**config.mk**
```make
export PLATFORM = sky130hd
export DESIGN_NAME = flag_cond_unit_flat
export DESIGN_NICKNAME = d
export VERILOG_FILES = /design/src/rtl/flag_cond_unit_if.sv /design/src/rtl/flag_cond_unit.sv /design/src/flat_wrapper.sv
export SDC_FILE = /design/constraint.sdc
export NUM_CORES = 1
export LEC_CHECK = 0
export CAP_MARGIN = 5
export CORE_AREA = 2 2 39 41
export DETAILED_ROUTE_END_ITERATION = 16
export DIE_AREA = 0 0 41 43
export PLACE_DENSITY = 0.65
export SYNTH_ARGS = -nofsm -noshare
export SYNTH_HDL_FRONTEND = slang
export SYNTH_SLANG_ARGS = --single-unit
```
**constraint.sdc**
```tcl
create_clock -name clk -period 1.75 [get_ports clk]
set_clock_uncertainty 0.1 [all_clocks]
set_input_delay 0.175 -clock clk [delete_from_list [all_inputs] [get_ports clk]]
set_output_delay 0.175 -clock clk [all_outputs]
set_load 0.01 [all_outputs]
```
**src/rtl/flag_cond_unit_if.sv**
```systemverilog
// Signal bundle between the pipeline (master) and the NZCV flag / condition unit (slave).
interface flag_cond_unit_if;
    logic       alu_negative;
    logic       alu_zero;
    logic       alu_overflow;
    logic       alu_carry_out;
    logic       ex_valid;
    logic       ex_set_flags;
    logic       stall;
    logic       flush;
    logic       cond_req;
    logic [3:0] cond_code;
    logic [3:0] flags_q;
    logic       cond_valid;
    logic       cond_true;
    logic       cond_stall;

    modport master (
        output alu_negative, alu_zero, alu_overflow, alu_carry_out,
        output ex_valid, ex_set_flags, stall, flush, cond_req, cond_code,
        input  flags_q, cond_valid, cond_true, cond_stall
    );

    modport slave (
        input  alu_negative, alu_zero, alu_overflow, alu_carry_out,
        input  ex_valid, ex_set_flags, stall, flush, cond_req, cond_code,
        output flags_q, cond_valid, cond_true, cond_stall
    );
endinterface

```
**src/rtl/flag_cond_unit.sv**
```systemverilog
// Architectural NZCV register plus B.cond evaluator; the EX->ID flag hazard is
// resolved either by bypassing live ALU flags or by a one-cycle decode stall.
module flag_cond_unit #(
    parameter bit FORWARD = 1'b1
) (
    input logic             clk,
    input logic             reset,
    flag_cond_unit_if.slave bus
);
    logic [3:0] flags_r;
    logic [3:0] live_flags;
    logic [3:0] eval_flags;
    logic       hazard;
    logic       cond_hit;
    logic       valid;
    logic       stall_req;

    assign live_flags = {bus.alu_negative, bus.alu_zero, bus.alu_carry_out, bus.alu_overflow};
    assign hazard     = bus.ex_valid & bus.ex_set_flags;

    always_ff @(posedge clk) begin
        if (reset) begin
            flags_r <= '0;
        end else if (hazard && !bus.stall) begin
            flags_r <= live_flags;
        end
    end

    // f = {N,Z,C,V}
    function automatic logic cond_eval(input logic [3:0] code, input logic [3:0] f);
        logic n, z, c, v;
        n = f[3];
        z = f[2];
        c = f[1];
        v = f[0];
        case (code)
            4'h0:    return z;
            4'h1:    return !z;
            4'h2:    return c;
            4'h3:    return !c;
            4'h4:    return n;
            4'h5:    return !n;
            4'h6:    return v;
            4'h7:    return !v;
            4'h8:    return c && !z;
            4'h9:    return !c || z;
            4'hA:    return n == v;
            4'hB:    return n != v;
            4'hC:    return !z && (n == v);
            4'hD:    return z || (n != v);
            default: return 1'b1;
        endcase
    endfunction

    assign cond_hit = cond_eval(bus.cond_code, eval_flags);

    generate
        if (FORWARD) begin : g_bypass
            assign eval_flags = hazard ? live_flags : flags_r;

            always_comb begin
                valid     = bus.cond_req & ~bus.flush & ~reset;
                stall_req = 1'b0;
            end
        end else begin : g_stall
            typedef enum logic {IDLE, WAIT} state_t;
            state_t state, state_next;

            // In WAIT the hazarding write has already landed in flags_r.
            assign eval_flags = flags_r;

            always_ff @(posedge clk) begin
                if (reset) begin
                    state <= IDLE;
                end else if (!bus.stall) begin
                    state <= state_next;
                end
            end

            always_comb begin
                state_next = state;
                valid      = 1'b0;
                stall_req  = 1'b0;
                case (state)
                    IDLE: begin
                        if (bus.cond_req && !bus.flush) begin
                            if (hazard) begin
                                stall_req  = 1'b1;
                                state_next = WAIT;
                            end else begin
                                valid = 1'b1;
                            end
                        end
                    end
                    WAIT: begin
                        valid      = ~bus.flush;
                        state_next = IDLE;
                    end
                    default: state_next = IDLE;
                endcase
                if (reset) begin
                    valid     = 1'b0;
                    stall_req = 1'b0;
                end
            end
        end
    endgenerate

    assign bus.flags_q    = flags_r;
    assign bus.cond_valid = valid;
    assign bus.cond_true  = valid & cond_hit;
    assign bus.cond_stall = stall_req;
endmodule

```
**src/flat_wrapper.sv**
```systemverilog
// flat-port wrapper written by rule: the top's interface ports become plain ports
module flag_cond_unit_flat 
#(
    parameter bit FORWARD = 1'b1
)
  (clk, reset, bus_alu_negative, bus_alu_zero, bus_alu_overflow, bus_alu_carry_out, bus_ex_valid, bus_ex_set_flags, bus_stall, bus_flush, bus_cond_req, bus_cond_code, bus_flags_q, bus_cond_valid, bus_cond_true, bus_cond_stall);
  flag_cond_unit_if bus_i ();
  input logic clk;
  input logic reset;
  input wire logic [$bits(bus_i.alu_negative)-1:0] bus_alu_negative;
  input wire logic [$bits(bus_i.alu_zero)-1:0] bus_alu_zero;
  input wire logic [$bits(bus_i.alu_overflow)-1:0] bus_alu_overflow;
  input wire logic [$bits(bus_i.alu_carry_out)-1:0] bus_alu_carry_out;
  input wire logic [$bits(bus_i.ex_valid)-1:0] bus_ex_valid;
  input wire logic [$bits(bus_i.ex_set_flags)-1:0] bus_ex_set_flags;
  input wire logic [$bits(bus_i.stall)-1:0] bus_stall;
  input wire logic [$bits(bus_i.flush)-1:0] bus_flush;
  input wire logic [$bits(bus_i.cond_req)-1:0] bus_cond_req;
  input wire logic [$bits(bus_i.cond_code)-1:0] bus_cond_code;
  output wire logic [$bits(bus_i.flags_q)-1:0] bus_flags_q;
  output wire logic [$bits(bus_i.cond_valid)-1:0] bus_cond_valid;
  output wire logic [$bits(bus_i.cond_true)-1:0] bus_cond_true;
  output wire logic [$bits(bus_i.cond_stall)-1:0] bus_cond_stall;
  assign bus_i.alu_negative = bus_alu_negative;
  assign bus_i.alu_zero = bus_alu_zero;
  assign bus_i.alu_overflow = bus_alu_overflow;
  assign bus_i.alu_carry_out = bus_alu_carry_out;
  assign bus_i.ex_valid = bus_ex_valid;
  assign bus_i.ex_set_flags = bus_ex_set_flags;
  assign bus_i.stall = bus_stall;
  assign bus_i.flush = bus_flush;
  assign bus_i.cond_req = bus_cond_req;
  assign bus_i.cond_code = bus_cond_code;
  assign bus_flags_q = bus_i.flags_q;
  assign bus_cond_valid = bus_i.cond_valid;
  assign bus_cond_true = bus_i.cond_true;
  assign bus_cond_stall = bus_i.cond_stall;
  flag_cond_unit #(.FORWARD(FORWARD)) u_core (.clk(clk), .reset(reset), .bus(bus_i));
endmodule
```
# Yosys cells after proc, flatten, opt, wreduce, memory -nomap -nowiden

Index checks and enable logic that the tools add are counted.

Bits in registers: 4
Input port bits: 15

Reduce and logical (&&, ||, !) cells: 11
Bitwise operators: 6
Eq/ne operators: 15
Multiplexer cells: 2

Operators by type and width:

| operator           | number |
|---|---|
| $eq 4x4->1 const B | 6 |
| $eq 4x3->1 const B | 4 |
| $pmux 1 s14        | 1 |
| $eq 4x2->1 const B | 2 |
| $logic_not 1->1    | 5 |
| $and 1x1->1        | 4 |
| $eq 4x1->1 const B | 1 |
| $logic_not 4->1    | 1 |
| $mux 4             | 1 |
| $logic_and 1x1->1  | 3 |
| $logic_or 1x1->1   | 2 |
| $not 1->1          | 2 |
| $eq 1x1->1         | 1 |
| $ne 1x1->1         | 1 |

# Depth between registers and ports, before layout

Word-level depth: 6
Depth in mapped cells: 6
Depth with buffers taken out: 5

# Least setup slack after synthesis

Ideal clock, no wire load.

Path kind: flip-flop to output port
Start: register u_core.flags_r[0], in the netlist u_core.bus.flags_q[0]
End: output port bus_cond_true
Stages on the path, launching flop included: 6
Path slack: 0.109 ns
Path buffers: 0
Data required time: 1.475 ns
Arrival time: 1.366 ns
Path through: dfxtp_1 -> xnor2_1 -> mux2i_2 -> o311ai_1 -> or3_1 -> a31oi_1

Longest elaborated chain between the ends: 5
Elaborated cells between the ends (all ways): 8
Those cells by class: eq/ne (2); mux (2); bitwise (1); reduce/logical (3)

Ends and longest elaborated chain:

| item                                                  | line                                       | text |
|---|---|---|
| start, declared                                       | flag_cond_unit.sv:10                       | `logic [3:0] flags_r;` |
| start signal, assigned                                | flag_cond_unit.sv:25                       | `flags_r <= live_flags;` |
| $mux 4 (*)                                            | flag_cond_unit.sv:59                       | `assign eval_flags = hazard ? live_flags : flags_r;` |
| $ne 1x1->1 or $eq 1x1->1 (tied branches)              | --                                         |  |
| $logic_or 1x1->1 or $logic_and 1x1->1 (tied branches) | flag_cond_unit.sv:50, flag_cond_unit.sv:49 |  |
| $pmux 1 s14 (*)                                       | flag_cond_unit.sv:36                       | `case (code)` |
| $and 1x1->1 (*)                                       | flag_cond_unit.sv:111                      | `assign bus.cond_true = valid & cond_hit;` |
| end, declared                                         | flat_wrapper.sv:22                         | `output wire logic [$bits(bus_i.cond_true)-1:0] bus_cond_true;` |

Mark *: on every way between the ends. The rest lies on a longest branch, timed or not.

# Final worst setup path

Start: input port bus_ex_set_flags
End: output port bus_cond_true

Longest elaborated chain between the ends: 6
Elaborated cells between the ends (all ways): 14
Those cells by class: eq/ne (2); mux (2); bitwise (2); reduce/logical (8)

Ends and longest elaborated chain:

| item                                           | line                                       | text |
|---|---|---|
| start, declared                                | flat_wrapper.sv:15                         | `input wire logic [$bits(bus_i.ex_set_flags)-1:0] bus_ex_set_flags;` |
| $and 1x1->1 (*)                                | flag_cond_unit.sv:19                       | `assign hazard = bus.ex_valid & bus.ex_set_flags;` |
| $mux 4 (*)                                     | flag_cond_unit.sv:59                       |  |
| $ne 1x1->1, or another cell as far along       | flag_cond_unit.sv:48, flag_cond_unit.sv:50 |  |
| $logic_or 1x1->1, or another cell as far along | flag_cond_unit.sv:50                       | `4'hD: return z \|\| (n != v);` |
| $pmux 1 s14 (*)                                | flag_cond_unit.sv:36                       |  |
| $and 1x1->1 (*)                                | flag_cond_unit.sv:111                      |  |

Marks and branches as above.

==> summary.txt <==
Route
  – Uppermost routed layer: met3
  – ANT nets after route: 0
  – Pre-antenna DRT Iters: 4
  – Wire length on met3: 33 µm
  – Routed WL per cell: 11.2 µm
  – Met1 Wirelength: 453 µm
  – Post-route DRC: 0
  – Drt total wl: 1100 µm
  – Vias per cell: 4.79
  – Vias post-DR: 469
  – DR WL met2: 612 µm
  – DRT iter0 DRCs: 3

Power
  – Net Sw Power: 0.0939 mW
  – Logic pwr share: 40.4%
  – Internal power: 0.257 mW
  – Power per cell area: 458 nW/µm²
  – Sequential power share: 28.0%
  – Clock share of power: 31.7%
  – Worst VDD drop: 0.310 mV
  – Sw Share: 26.8%
  – Leakage power: 0.367 nW

Placed design
  – Post-DP HPWL: 903 µm
  – Placed inst area: 701 µm²
  – GP Congestion: 0.748
  – PortBufs: 20

Clocking
  – Max Root-Sink Buffers: 2
  – Clk_lat worst skew: 0.23 ns
  – Cts hold-fix bufs: 0
  – CTS tree: done
  – H-tree depth: 1
  – Root buffer cell: clkbuf_4
  – Clock sinks: 4
  – Clock Pin Slew Worst Setup and Hold Paths: 0.03 ns
  – CTS Buf Count: 3

Synth
  – Netlist cell types: 28
  – Sequential area share after synthesis: 19.8%
  – Mapped Area: 404 µm²
  – Mapped Nets: 64
  – Synth area leaders: dfxtp_1 (20%), mux2i_1 (20%), nor2_1 (5.6%)
  – Post-Syn Area per Cell: 8.25 µm²
  – Post-synth ARST share: 0%
  – Leading cell type by number of instances after synthesis: mux2i_1
  – Synth area leader: dfxtp_1
  – Synth warn: 0
  – Most frequent cells after synthesis: mux2i_1 (8), nor2_1 (6), dfxtp_1 (4), inv_1 (4)
  – Synth top area share: 19.8%
  – Yosys reg bits: 4
  – Synth Instances: 49
  – Post-synth EDFFs: 0
  – Top_reg_cell synth: dfxtp_1

Setup path
  – Arrival time at the worst endpoint: 1.71 ns
  – Worst EP required: 1.47 ns
  – Startpoint types: input pin
  – Worst Setup End Kind: output pin
  – Critical path class: in2out
  – Crit path from: bus_ex_set_flags
  – Critical path fanouts, max: 5
  – Start of the worst register-to-register path: u_core.bus.flags_q[0]

Timing
  – RSZ-0062 raised after global routing: yes
  – Count of pins over their slew limit: 0
  – Final Setup Violations: 1
  – F_max: 0.504 GHz
  – Hold WS: 0.376 ns
  – Setup WS post-layout: -0.236 ns
  – Count of final hold-check violations: 0
  – Min cycle time layout: 1.99 ns
  – Tcrit/Tclk final: 113%

Floorplan
  – Total die area: 1760 µm²
  – Num ports: 22
  – Die Y: 43 µm
  – Die Span X: 41 µm
  – Row count: 14
  – Initial core utilization: 29.2%
  – Core area: 1380 µm²

Global routing
  – Global-route wire length before repair: 1710 µm
  – Grt ovf: 0
  – Initial antenna violation count: 0
  – Largest net degree at the start of global routing: 7
  – Vias in the first global route: 452
  – Total GRT Usage: 13.9%

Cells and area
  – Largest register FFs: 4
  – Final nets: 99
  – Register area: 82.6 µm²
  – Area growth from synthesis to layout: 89.5%
  – Diode count: 0
  – Filler Cell Count: 125
  – Post-Layout Inst Area: 766 µm²
  – Multi-input gate area: 329 µm²
  – Share of post-route cells with drive strength above 1: 36.6%

Outcome
  – Failing checks: setup timing
  – Outcome: complete, but fails checks

Hold path
  – Hold Crit Start: bus_alu_overflow
  – HP Class: in2reg

Flow run
  – Max Cap Viol: 0
[path summary, 6_finish.rpt]
kind                            slack (ns)                     to  cells after the start
worst max-delay path                 -0.24          bus_cond_true                      7
worst min-delay path                  0.38  u_core.bus.flags_q[0]                      4
worst max register to register        0.86  u_core.bus.flags_q[0]                      3
worst min register to register        0.50  u_core.bus.flags_q[2]                      3
[timing repair]
item	in CTS	in global routing
setup endpoints to repair	2	1
pin swaps	6	6
buffers inserted	1	0
gates resized for setup	13	7
[kinds of logic after synthesis]
logic type | after synthesis | share of synthesized area (%)
xor gates and xnor gates | 2 | 4.34
DFF | 4 | 19.8
AOI/OAI and AO/OA | 9 | 19.2
muxes | 10 | 26.9
and+or+nand+nor | 15 | 19.8
other | 1 | 0.928
buffers and inverters | 8 | 8.98
[cells in the final DEF, fill, tap and decap left out, types with 2 or more instances in the layout]
| cell | count |
|---|---|
| and3_2 | 2 |
| buf_4 | 13 |
| clkbuf_4 | 3 |
| clkdlybuf4s50_1 | 13 |
| dfxtp_1 | 2 |
| dfxtp_2 | 2 |
| dlygate4sd2_1 | 6 |
| inv_1 | 4 |
| mux2i_1 | 7 |
| mux2i_4 | 2 |
| nor2_1 | 6 |
[cell type report]
| class | count | area share, % |
|---|---|---|
| repair buffers | 34 | 38.7 |
| multi-input cells | 37 | 43.0 |
| well taps | 16 | 2.61 |
| clock buffers | 3 | 2.94 |
| inverters | 4 | 1.96 |
| flip-flops and latches | 4 | 10.8 |
[through the flow]
stage,worst slack (ns),power [mW],util [%],TNS [ns],instances
3_5_place_dp,-0.840,0.228,50.6,-1.03,94
6_report,-0.236,0.351,55.3,-0.236,98
3_3_place_gp,-0.795,0.227,50.6,-0.980,94
5_1_grt,-0.288,0.375,55.3,-0.288,98
4_1_cts,-0.286,0.345,52.6,-0.286,98
2_1_floorplan,0.109,0.156,-,0,49
[power by group through the flow]
| stage | clock, mW | sequential [mW] | combinational [mW] |
|---|---|---|---|
| CTS | 0.118 | 0.0976 | 0.129 |
| global route | 0.124 | 0.0983 | 0.152 |
| finish | 0.111 | 0.0982 | 0.142 |
| detailed placement | 0 | 0.0984 | 0.130 |
| global placement | 0 | 0.0982 | 0.128 |
| floorplan | 0 | 0.100 | 0.0560 |
[worst max-delay path, stage by stage]
cell and delay, ns:
dlygate4sd2_1 0.28, nand2_4 0.14, mux2i_4 0.28, o311ai_1 0.12
or3_1 0.38, a31oi_1 0.18, buf_2 0.16
[metal layers]
metal,up-vias,global-route usage (%)
li1,246,-
met1,215,15.4
met2,8,25.3
met3,0,1.57
met4,0,4.00
met5,-,0
(Power assumes the default switching activity.)
